==> src/rtl/mem_arbiter_if.sv <==
// rtl/mem_arbiter_if.sv - requester and memory bundle for mem_arbiter
interface mem_arbiter_if #(
  parameter int NUM_REQ = 2
) ();
  // Requester side, flattened with requester i in slice [32i+31:32i]
  logic [NUM_REQ-1:0]    req_valid;
  logic [NUM_REQ-1:0]    req_ready;
  logic [NUM_REQ-1:0]    req_we;
  logic [NUM_REQ*32-1:0] req_addr;
  logic [NUM_REQ*32-1:0] req_wdata;
  logic [NUM_REQ-1:0]    resp_valid;
  logic [31:0]           resp_rdata;
  logic                  busy;

  // Memory side
  logic                  mem_en;
  logic                  mem_we;
  logic [31:0]           mem_addr;
  logic [31:0]           mem_wdata;
  logic [31:0]           mem_rdata;

  // Environment view: requesters plus the memory that answers mem_rdata
  modport master (
    output req_valid, req_we, req_addr, req_wdata, mem_rdata,
    input  req_ready, resp_valid, resp_rdata, busy,
    input  mem_en, mem_we, mem_addr, mem_wdata
  );

  // Arbiter view
  modport slave (
    input  req_valid, req_we, req_addr, req_wdata, mem_rdata,
    output req_ready, resp_valid, resp_rdata, busy,
    output mem_en, mem_we, mem_addr, mem_wdata
  );
endinterface

==> src/rtl/mem_arbiter.sv <==
// rtl/mem_arbiter.sv - single-port memory arbiter, round-robin by default, fixed priority when MEM_ARB_FIXED_PRIO_EN is defined
module mem_arbiter #(
  parameter int NUM_REQ     = 2,
  parameter int MEM_LATENCY = 1
) (
  input  logic         clk,
  input  logic         rst,
  mem_arbiter_if.slave bus
);

  // Index width for up to four requesters
  localparam int IW = (NUM_REQ > 2) ? 2 : 1;
  localparam logic [2:0] LAT = 3'(MEM_LATENCY);

  typedef enum logic [1:0] {
    IDLE  = 2'd0,
    ISSUE = 2'd1,
    WAIT  = 2'd2,
    RESP  = 2'd3
  } state_t;

  state_t             state;
  logic [IW-1:0]      gnt;
  logic [2:0]         cnt;
  logic               mem_en;
  logic               mem_we;
  logic [31:0]        mem_addr;
  logic [31:0]        mem_wdata;
  logic [NUM_REQ-1:0] resp_valid;
  logic [31:0]        resp_rdata;
  logic               busy;

  logic               found;
  logic [IW-1:0]      win;
  logic               hs;
  logic [NUM_REQ-1:0] ready;
  logic [31:0]        addr_arr  [NUM_REQ];
  logic [31:0]        wdata_arr [NUM_REQ];

`ifndef MEM_ARB_FIXED_PRIO_EN
  // Last granted requester; search starts just after it
  logic [IW-1:0]      ptr;
  logic [IW-1:0]      cand;
`endif

  // Split the flattened payload buses into per-requester words
  for (genvar i = 0; i < NUM_REQ; i++) begin : g_unpack
    assign addr_arr[i]  = bus.req_addr[32*i +: 32];
    assign wdata_arr[i] = bus.req_wdata[32*i +: 32];
  end

`ifdef MEM_ARB_FIXED_PRIO_EN
  // Fixed priority: scan high to low so the lowest valid index is what remains in win
  always_comb begin
    found = 1'b0;
    win   = '0;
    for (int i = NUM_REQ - 1; i >= 0; i--) begin
      if (bus.req_valid[i]) begin
        found = 1'b1;
        win   = IW'(i);
      end
    end
  end
`else
  // Round-robin: scan ptr+1, ptr+2, ... wrapping, ending at ptr; first valid wins
  always_comb begin
    found = 1'b0;
    win   = '0;
    cand  = '0;
    for (int k = 1; k <= NUM_REQ; k++) begin
      cand = IW'((int'(ptr) + k) % NUM_REQ);
      if (!found && bus.req_valid[cand]) begin
        found = 1'b1;
        win   = cand;
      end
    end
  end
`endif

  // Grants exist only while idle; the winner sees ready in the same cycle as its valid
  always_comb begin
    ready = '0;
    hs    = (state == IDLE) && found;
    if (hs) begin
      ready[win] = 1'b1;
    end
  end

  // Transaction sequencer IDLE -> ISSUE -> WAIT -> RESP; every output it drives is registered
  always_ff @(posedge clk or posedge rst) begin
    if (rst) begin
      state      <= IDLE;
      gnt        <= '0;
      cnt        <= '0;
      mem_en     <= 1'b0;
      mem_we     <= 1'b0;
      mem_addr   <= '0;
      mem_wdata  <= '0;
      resp_valid <= '0;
      resp_rdata <= '0;
      busy       <= 1'b0;
`ifndef MEM_ARB_FIXED_PRIO_EN
      ptr        <= IW'(NUM_REQ - 1);
`endif
    end else begin
      // Strobe and completion are single-cycle pulses
      mem_en     <= 1'b0;
      resp_valid <= '0;
      unique case (state)
        IDLE: begin
          if (hs) begin
            gnt       <= win;
            mem_we    <= bus.req_we[win];
            mem_addr  <= addr_arr[win];
            mem_wdata <= wdata_arr[win];
            mem_en    <= 1'b1;
            busy      <= 1'b1;
            state     <= ISSUE;
`ifndef MEM_ARB_FIXED_PRIO_EN
            ptr       <= win;
`endif
          end
        end
        ISSUE: begin
          cnt   <= 3'd1;
          state <= WAIT;
        end
        WAIT: begin
          if (cnt == LAT) begin
            // Stores return zero so requesters never see stale memory data
            resp_rdata <= mem_we ? 32'h0 : bus.mem_rdata;
            resp_valid <= NUM_REQ'(1) << gnt;
            state      <= RESP;
          end else begin
            cnt <= cnt + 3'd1;
          end
        end
        RESP: begin
          busy  <= 1'b0;
          state <= IDLE;
        end
        default: state <= IDLE;
      endcase
    end
  end

  assign bus.req_ready  = ready;
  assign bus.resp_valid = resp_valid;
  assign bus.resp_rdata = resp_rdata;
  assign bus.busy       = busy;
  assign bus.mem_en     = mem_en;
  assign bus.mem_we     = mem_we;
  assign bus.mem_addr   = mem_addr;
  assign bus.mem_wdata  = mem_wdata;

endmodule

==> src/flat_wrapper.sv <==
// flat-port wrapper written by rule: the top's interface ports become plain ports
module mem_arbiter_flat 
#(
  parameter int NUM_REQ     = 2,
  parameter int MEM_LATENCY = 1
)
  (clk, rst, bus_req_valid, bus_req_we, bus_req_addr, bus_req_wdata, bus_mem_rdata, bus_req_ready, bus_resp_valid, bus_resp_rdata, bus_busy, bus_mem_en, bus_mem_we, bus_mem_addr, bus_mem_wdata);
  mem_arbiter_if #(.NUM_REQ(NUM_REQ)) bus_i ();
  input  logic clk;
  input  logic rst;
  input wire logic [$bits(bus_i.req_valid)-1:0] bus_req_valid;
  input wire logic [$bits(bus_i.req_we)-1:0] bus_req_we;
  input wire logic [$bits(bus_i.req_addr)-1:0] bus_req_addr;
  input wire logic [$bits(bus_i.req_wdata)-1:0] bus_req_wdata;
  input wire logic [$bits(bus_i.mem_rdata)-1:0] bus_mem_rdata;
  output wire logic [$bits(bus_i.req_ready)-1:0] bus_req_ready;
  output wire logic [$bits(bus_i.resp_valid)-1:0] bus_resp_valid;
  output wire logic [$bits(bus_i.resp_rdata)-1:0] bus_resp_rdata;
  output wire logic [$bits(bus_i.busy)-1:0] bus_busy;
  output wire logic [$bits(bus_i.mem_en)-1:0] bus_mem_en;
  output wire logic [$bits(bus_i.mem_we)-1:0] bus_mem_we;
  output wire logic [$bits(bus_i.mem_addr)-1:0] bus_mem_addr;
  output wire logic [$bits(bus_i.mem_wdata)-1:0] bus_mem_wdata;
  assign bus_i.req_valid = bus_req_valid;
  assign bus_i.req_we = bus_req_we;
  assign bus_i.req_addr = bus_req_addr;
  assign bus_i.req_wdata = bus_req_wdata;
  assign bus_i.mem_rdata = bus_mem_rdata;
  assign bus_req_ready = bus_i.req_ready;
  assign bus_resp_valid = bus_i.resp_valid;
  assign bus_resp_rdata = bus_i.resp_rdata;
  assign bus_busy = bus_i.busy;
  assign bus_mem_en = bus_i.mem_en;
  assign bus_mem_we = bus_i.mem_we;
  assign bus_mem_addr = bus_i.mem_addr;
  assign bus_mem_wdata = bus_i.mem_wdata;
  mem_arbiter #(.NUM_REQ(NUM_REQ), .MEM_LATENCY(MEM_LATENCY)) u_core (.clk(clk), .rst(rst), .bus(bus_i));
endmodule
==> config.mk <==
export PLATFORM = sky130hd
export DESIGN_NAME = mem_arbiter_flat
export DESIGN_NICKNAME = d
export VERILOG_FILES = /design/src/rtl/mem_arbiter_if.sv /design/src/rtl/mem_arbiter.sv /design/src/flat_wrapper.sv
export SDC_FILE = /design/constraint.sdc
export NUM_CORES = 1
export LEC_CHECK = 0
export ABC_AREA = 0
export CAP_MARGIN = 30
export CORE_ASPECT_RATIO = 1.2
export CORE_MARGIN = 2
export CORE_UTILIZATION = 35
export CTS_CLUSTER_DIAMETER = 30
export DETAILED_ROUTE_END_ITERATION = 10
export GPL_ROUTABILITY_DRIVEN = 0
export GPL_TIMING_DRIVEN = 0
export PLACE_DENSITY_LB_ADDON = 0.1
export SYNTH_ARGS = -nofsm -noshare
export SYNTH_HDL_FRONTEND = slang
export SYNTH_SLANG_ARGS = --single-unit
==> constraint.sdc <==
create_clock -name clk -period 3.4 [get_ports clk]
set_clock_uncertainty 0.05 [all_clocks]
set_input_delay 0.68 -clock clk [delete_from_list [all_inputs] [get_ports clk]]
set_output_delay 0.68 -clock clk [all_outputs]
set_load 0.01 [all_outputs]
After elaboration in Yosys (flattened, before gate mapping)
Cells that the tools add are included.
{ "totals": {"wordCells": 71, "out_inout_bits": 103, "ff_bits": 108, "inputBits": 166} }
{ "classes": {"n_reduce_logical": 12, "n_lt_le_gt_ge": 5, "bitwise": 1, "mux": 31, "eq_ne": 7, "n_addsub": 3, "shift": 1} }
{ "ops": {"columns": ["operator", "n"], "rows": [
  ["32-bit 2-to-1 mux", 7],
  ["1-bit 2-to-1 mux", 14],
  ["2-bit 2-to-1 mux", 5],
  ["2-bit AND reduction", 5],
  ["2-bit one-hot mux with 4 select lines", 1],
  ["1-bit by 2-bit < comparator with 1-bit output (second input constant)", 3],
  ["3-bit one-hot mux with 2 select lines", 1],
  ["2-bit == test (second input constant)", 2],
  ["2-bit by 1-bit inequality test with 1-bit output (second input constant)", 2],
  ["2-bit nonzero test", 2],
  ["3-bit by 1-bit adder with 3-bit output (second input constant)", 1],
  ["3-bit by 1-bit == test with 1-bit output (second input constant)", 1],
  ["1-bit logical AND", 3],
  ["3-bit 2-to-1 mux", 1],
  ["1-bit adder (second input constant)", 2],
  ["2-bit by 1-bit == test with 1-bit output (second input constant)", 1],
  ["2-bit greater-or-equal comparator (second input constant)", 1],
  ["2-bit logical NOT", 1],
  ["2-bit inequality test (second input constant)", 1],
  ["1-bit NOT with 2-bit output", 1],
  ["1-bit one-hot mux with 2 select lines", 1],
  ["1-bit by 1-bit << shifter with 2-bit output (first input constant)", 1],
  ["1-bit demux with 1-bit select", 1],
  ["1-bit greater-or-equal comparator (second input constant)", 1],
  ["1-bit logical NOT", 1]
]} }

Depth between registers and ports, before layout
Gate-level depths: netlist of run 1.
{ "depth": {"word_depth": 12, "depth_mapped": 7, "mapped_depth_nobuf": 5} }

Worst setup path after synthesis of run 1
OpenSTA, ideal clock, no wires.
{ "synth_timing": {"path_kind": "reg2out", "startpoint": "register u_core.state[0]", "endpoint": "output bus_req_ready[1]", "slack_ns": 1.516, "n_path_buf": 1, "required_ns": 2.670, "stages_incl_launch_ff": 6, "arrival_time_ns": 1.154, "cell_sequence": "dfrtp_1 -> inv_1 -> ha_1 -> nand2_1 -> a21oi_2 -> buf_2"} }
{ "synth_between": {"elab_chain_cells": 3} }
{ "synth_rtl": {"columns": ["item", "line", "text"], "rows": [
  ["from (decl)", "mem_arbiter.sv:22", "state_t state;"],
  ["from (signal assigned)", "mem_arbiter.sv:92", "state <= IDLE;"],
  ["from (signal assigned)", "mem_arbiter.sv:118", "state <= ISSUE;"],
  ["from (signal assigned)", "mem_arbiter.sv:126", "state <= WAIT;"],
  ["2-bit logical NOT", "mem_arbiter.sv:83", "hs = (state == IDLE) && found;"],
  ["1-bit logical AND", "mem_arbiter.sv:83", null],
  ["2-bit 2-to-1 mux", "mem_arbiter.sv:84", "if (hs) begin"],
  ["to (decl)", "flat_wrapper.sv:16", "output wire logic [$bits(bus_i.req_ready)-1:0] bus_req_ready;"]
]} }
Every way passes these cells.

Worst setup path in the final report of run 1
{ "layout_timing": {"startpoint": "input bus_req_valid[1]", "endpoint": "output bus_req_ready[1]"} }
{ "layout_between": {"elab_chain_cells": 11, "word_cells_on_any_way": 17, "cone_classes": "order compare (2); mux (11); reduce/logical (4)"} }
{ "layout_rtl": {"columns": ["item", "line", "text"], "rows": [
  ["from (decl)", "flat_wrapper.sv:11", "input wire logic [$bits(bus_i.req_valid)-1:0] bus_req_valid;"],
  ["1-bit 2-to-1 mux (implied by the code) (2 in a row)", "mem_arbiter.sv:72", "if (!found && bus.req_valid[cand]) begin"],
  ["1-bit 2-to-1 mux", "mem_arbiter.sv:72", null],
  ["1-bit logical NOT", "mem_arbiter.sv:72", null],
  ["1-bit logical AND", "mem_arbiter.sv:72", null],
  ["1-bit 2-to-1 mux", "mem_arbiter.sv:72", null],
  ["1-bit by 2-bit < comparator with 1-bit output (implied by the code) or 1-bit greater-or-equal comparator (tied branches)", "mem_arbiter.sv:85", "ready[win] = 1'b1;"],
  ["1-bit logical AND (implied by the code)", "mem_arbiter.sv:85", null],
  ["1-bit 2-to-1 mux (implied by the code)", "mem_arbiter.sv:85", null],
  ["1-bit demux with 1-bit select", null, null],
  ["2-bit 2-to-1 mux *", "mem_arbiter.sv:84", null]
]} }
Every way passes the cells marked *; elsewhere a longest branch is shown, timed or not. The select of a mux whose other input is x is not followed.

==> metrics, run 1 <==
max-cap violations 0; Initial Util 0.358; initial antenna violation count 0; clock sink total 108; Worst path slowest cell clkdlybuf4s50_1; fin crit share 0.944; worst min path class reg -> reg; Worst Path Buf+Inv 3; Sw Share 0.332; kind of start point of the critical path input pin; fin util 0.607; Post-Layout Cell Count 862; Slew Limit Fails 0; Pint 4.53 mW; post-CTS setup buffer count 0; final hold vios 0; layout cell share with drive strength beyond 1 0.0605; wire per inst 18.1 um; RSZ-0062 raised after global routing false; min Tclk post-route 3.21 ns; Crit Path Max Fanout 10; Core Box Area 13200 um2; clock tree root driver cell clkbuf_16; leading area contributor after synthesis dfrtp_1; CP peak stage delay 0.58 ns; Peak VDD IR 337 uV; max_slew headroom 0.411; ranking of synthesized cells by area dfrtp_1 (57%), a221o_1 (14%), and2_0 (6.8%); Worst path top cell family by delay buffers and inverters; GRT overflow 0; Post-synth top cells dfrtp_1 (107), a221o_1 (65), and2_0 (51), nand2_1 (35), nand2b_1 (34); Nets 861; GRT Overall Usage 0.216; count of final setup violators 0; YS warnings 0; worst-skew pair later-pin latency 0.35 ns; largest net degree at the start of global routing 40; port bufs 268; Inst Count DP 846; Worst Max-Slew Pin Slew 0.882 ns; vias per inst 4.99; row cnt 46; residual DRC count 0; Ports 269; most used cell along the critical path clkdlybuf4s50_1; Area Growth Syn to Fin 69.7%; CTS tree done; most frequent cell after synthesis dfrtp_1; cell area after placement 7650 um2; CP Class in -> out; first-pass GRT wire length 23900 um; DRT Wirelength 15600 um; async set-reset flop share out of synthesis 1.00; Pre-Repair DR Iteration Count 4; Synth Cell Area 4710 um2; Num CTS Buffers 9; average size of a mapped cell 11.6 um2; setup TNS 0 ns; number of flops mapped to enable cells by yosys 0; Worst Path Required 2.67 ns; CTS-repair resized insts 0; Yosys top cell area share 0.568; Arr. time, crit path 2.48 ns; Synth Flop Type dfrtp_1; vias in the first global route 4639; sw power 2.25 mW; die area 14400 um2; Finished Cell Area 8000 um2; power per cell area 848 nW/um2; Comb pwr share 0.493; ANT cells 0; Post-Synthesis Cells 408; clock share of power 0.181; CTS clk-pin slew, worst paths 0.07 ns; Pleak 3.39 nW; H-tree depth 3; crit path capture type primary output; sequential area share after synthesis 0.574; HPWL after DPL 12000 um; Max Root-Sink Buffers 2; Starting DRT DRC Count 152; # hold bufs at CTS 0; synth unique cells 28; Routed Antenna Nets 0; synthesized flop and latch total 108; fmax 311 MHz; die height 131 um; crit-path cells clkdlybuf4s50_1, nand2_1, a21oi_2, buf_2, clkdlybuf4s50_1; status finished, final reports clean; sequential cell fraction of total power 0.326; via count 4303; Die W 110 um; syn nets 580
power by group through the flow:
stage	sequential (mW)	clock, mW	combinational (mW)
after floorplan	2.44	0	1.40
after global placement	2.21	0	3.29
after detailed placement	2.21	0	3.40
after CTS	2.21	1.25	3.40
after global routing	2.29	1.30	3.64
final	2.21	1.22	3.34
path summary, 6_finish.rpt:
check                                            startpoint                                    end  slack [ns]  depth (start not counted)
worst max-delay path                       bus_req_valid[1]                       bus_req_ready[1]        0.19                          5
worst min-delay path                 u_core.gnt$_DFFE_PP0P_     u_core.bus.resp_valid[0]$_DFF_PP0_        0.42                          1
worst max register to register  u_core.state[0]$_DFFE_PP0P_     u_core.bus.mem_addr[1]$_DFFE_PP0P_        1.47                          6
worst min register to register       u_core.gnt$_DFFE_PP0P_     u_core.bus.resp_valid[0]$_DFF_PP0_        0.42                          1
max in group asynchronous                               rst                 u_core.ptr$_DFFE_PP1P_        1.51                          4
min in group asynchronous                               rst  u_core.bus.resp_rdata[18]$_DFFE_PP0P_        0.80                          2
per-stage QoR:
| step | hold WS, ns | total power [mW] | worst slack [ns] |
|---|---|---|---|
| after global placement | 0.389 | 5.50 | 0.174 |
| after CTS | 0.417 | 6.86 | 0.136 |
| after floorplan | 0.376 | 3.84 | 1.37 |
| after global routing | 0.433 | 7.22 | 0.0808 |
| final | 0.421 | 6.78 | 0.190 |
| after detailed placement | 0.399 | 5.60 | 0.154 |
layer usage:
| metal | global-route usage | share of wire | up-vias |
|---|---|---|---|
| met5 | 0 | 0 | - |
| met4 | 0.102 | 0.034 | 0 |
| met3 | 0.0600 | 0.087 | 30 |
| met2 | 0.368 | 0.49 | 198 |
| met1 | 0.243 | 0.39 | 2064 |
| li1 | - | - | 2011 |
sequential cells by signal, indices dropped and copies added (netlist names):
register	cells
u_core.bus.mem_addr	32
u_core.bus.mem_wdata	32
u_core.bus.resp_rdata	32
u_core.cnt	3
u_core.bus.resp_valid	2
u_core.state	2
u_core.bus.busy	1
u_core.bus.mem_en	1
u_core.bus.mem_we	1
u_core.gnt	1
u_core.ptr	1
worst register-to-register path, stage by stage (launching register included):
cell and delay, ns:
dfrtp_1 0.42, inv_1 0.10, ha_1 0.28, o21ai_2 0.15, clkbuf_1 0.30, and2_0 0.26, a221o_1 0.26
logic make-up after synthesis:
group,synth area share
AO/OA/AOI/OAI,0.192
adder cells (fa/ha/maj),0.0159
buffers and inverters,0.0464
flip-flops,0.574
multiplexers,0.00663
AND/OR/NAND/NOR,0.165
area by class of cell:
cell class / count / area, um2
Inverter: 10 / 41.3
Multi-Input combinational cell: 259 / 1790
Timing Repair Buffer: 270 / 2720
Tap cell: 168 / 210
Sequential cell: 108 / 2700
Clock buffer: 10 / 239
Clock inverter: 6 / 111
Fill cell: 1166 / 5180
Buffer: 31 / 181
cell usage in the layout, fill, tap and decap left out, types with 2 or more instances in the layout:
master	netlist	layout
and2_1	14	14
a21oi_1	3	3
clkbuf_16	0	9
o21ai_1	25	25
a221o_1	65	65
mux2i_1	2	2
buf_4	4	4
clkdlybuf4s50_1	0	268
nor2_1	3	3
inv_1	10	9
and2_0	51	51
clkinvlp_4	0	2
a21o_1	2	2
buf_6	5	5
nand2b_1	34	34
dfrtp_1	107	107
ha_1	6	6
nand2_1	35	35
bufinv_16	0	3
o21ai_0	10	10
buf_12	0	2
clkbuf_1	12	12
buf_2	10	10
Power figures use the tool's default switching activity.
==> run 2, diff against run 1 <==
Settings changed: GPL_ROUTABILITY_DRIVEN 0 to unset.
==> results of run 2 <==
Final layout, timing and power as in run 1 (identical DEF).
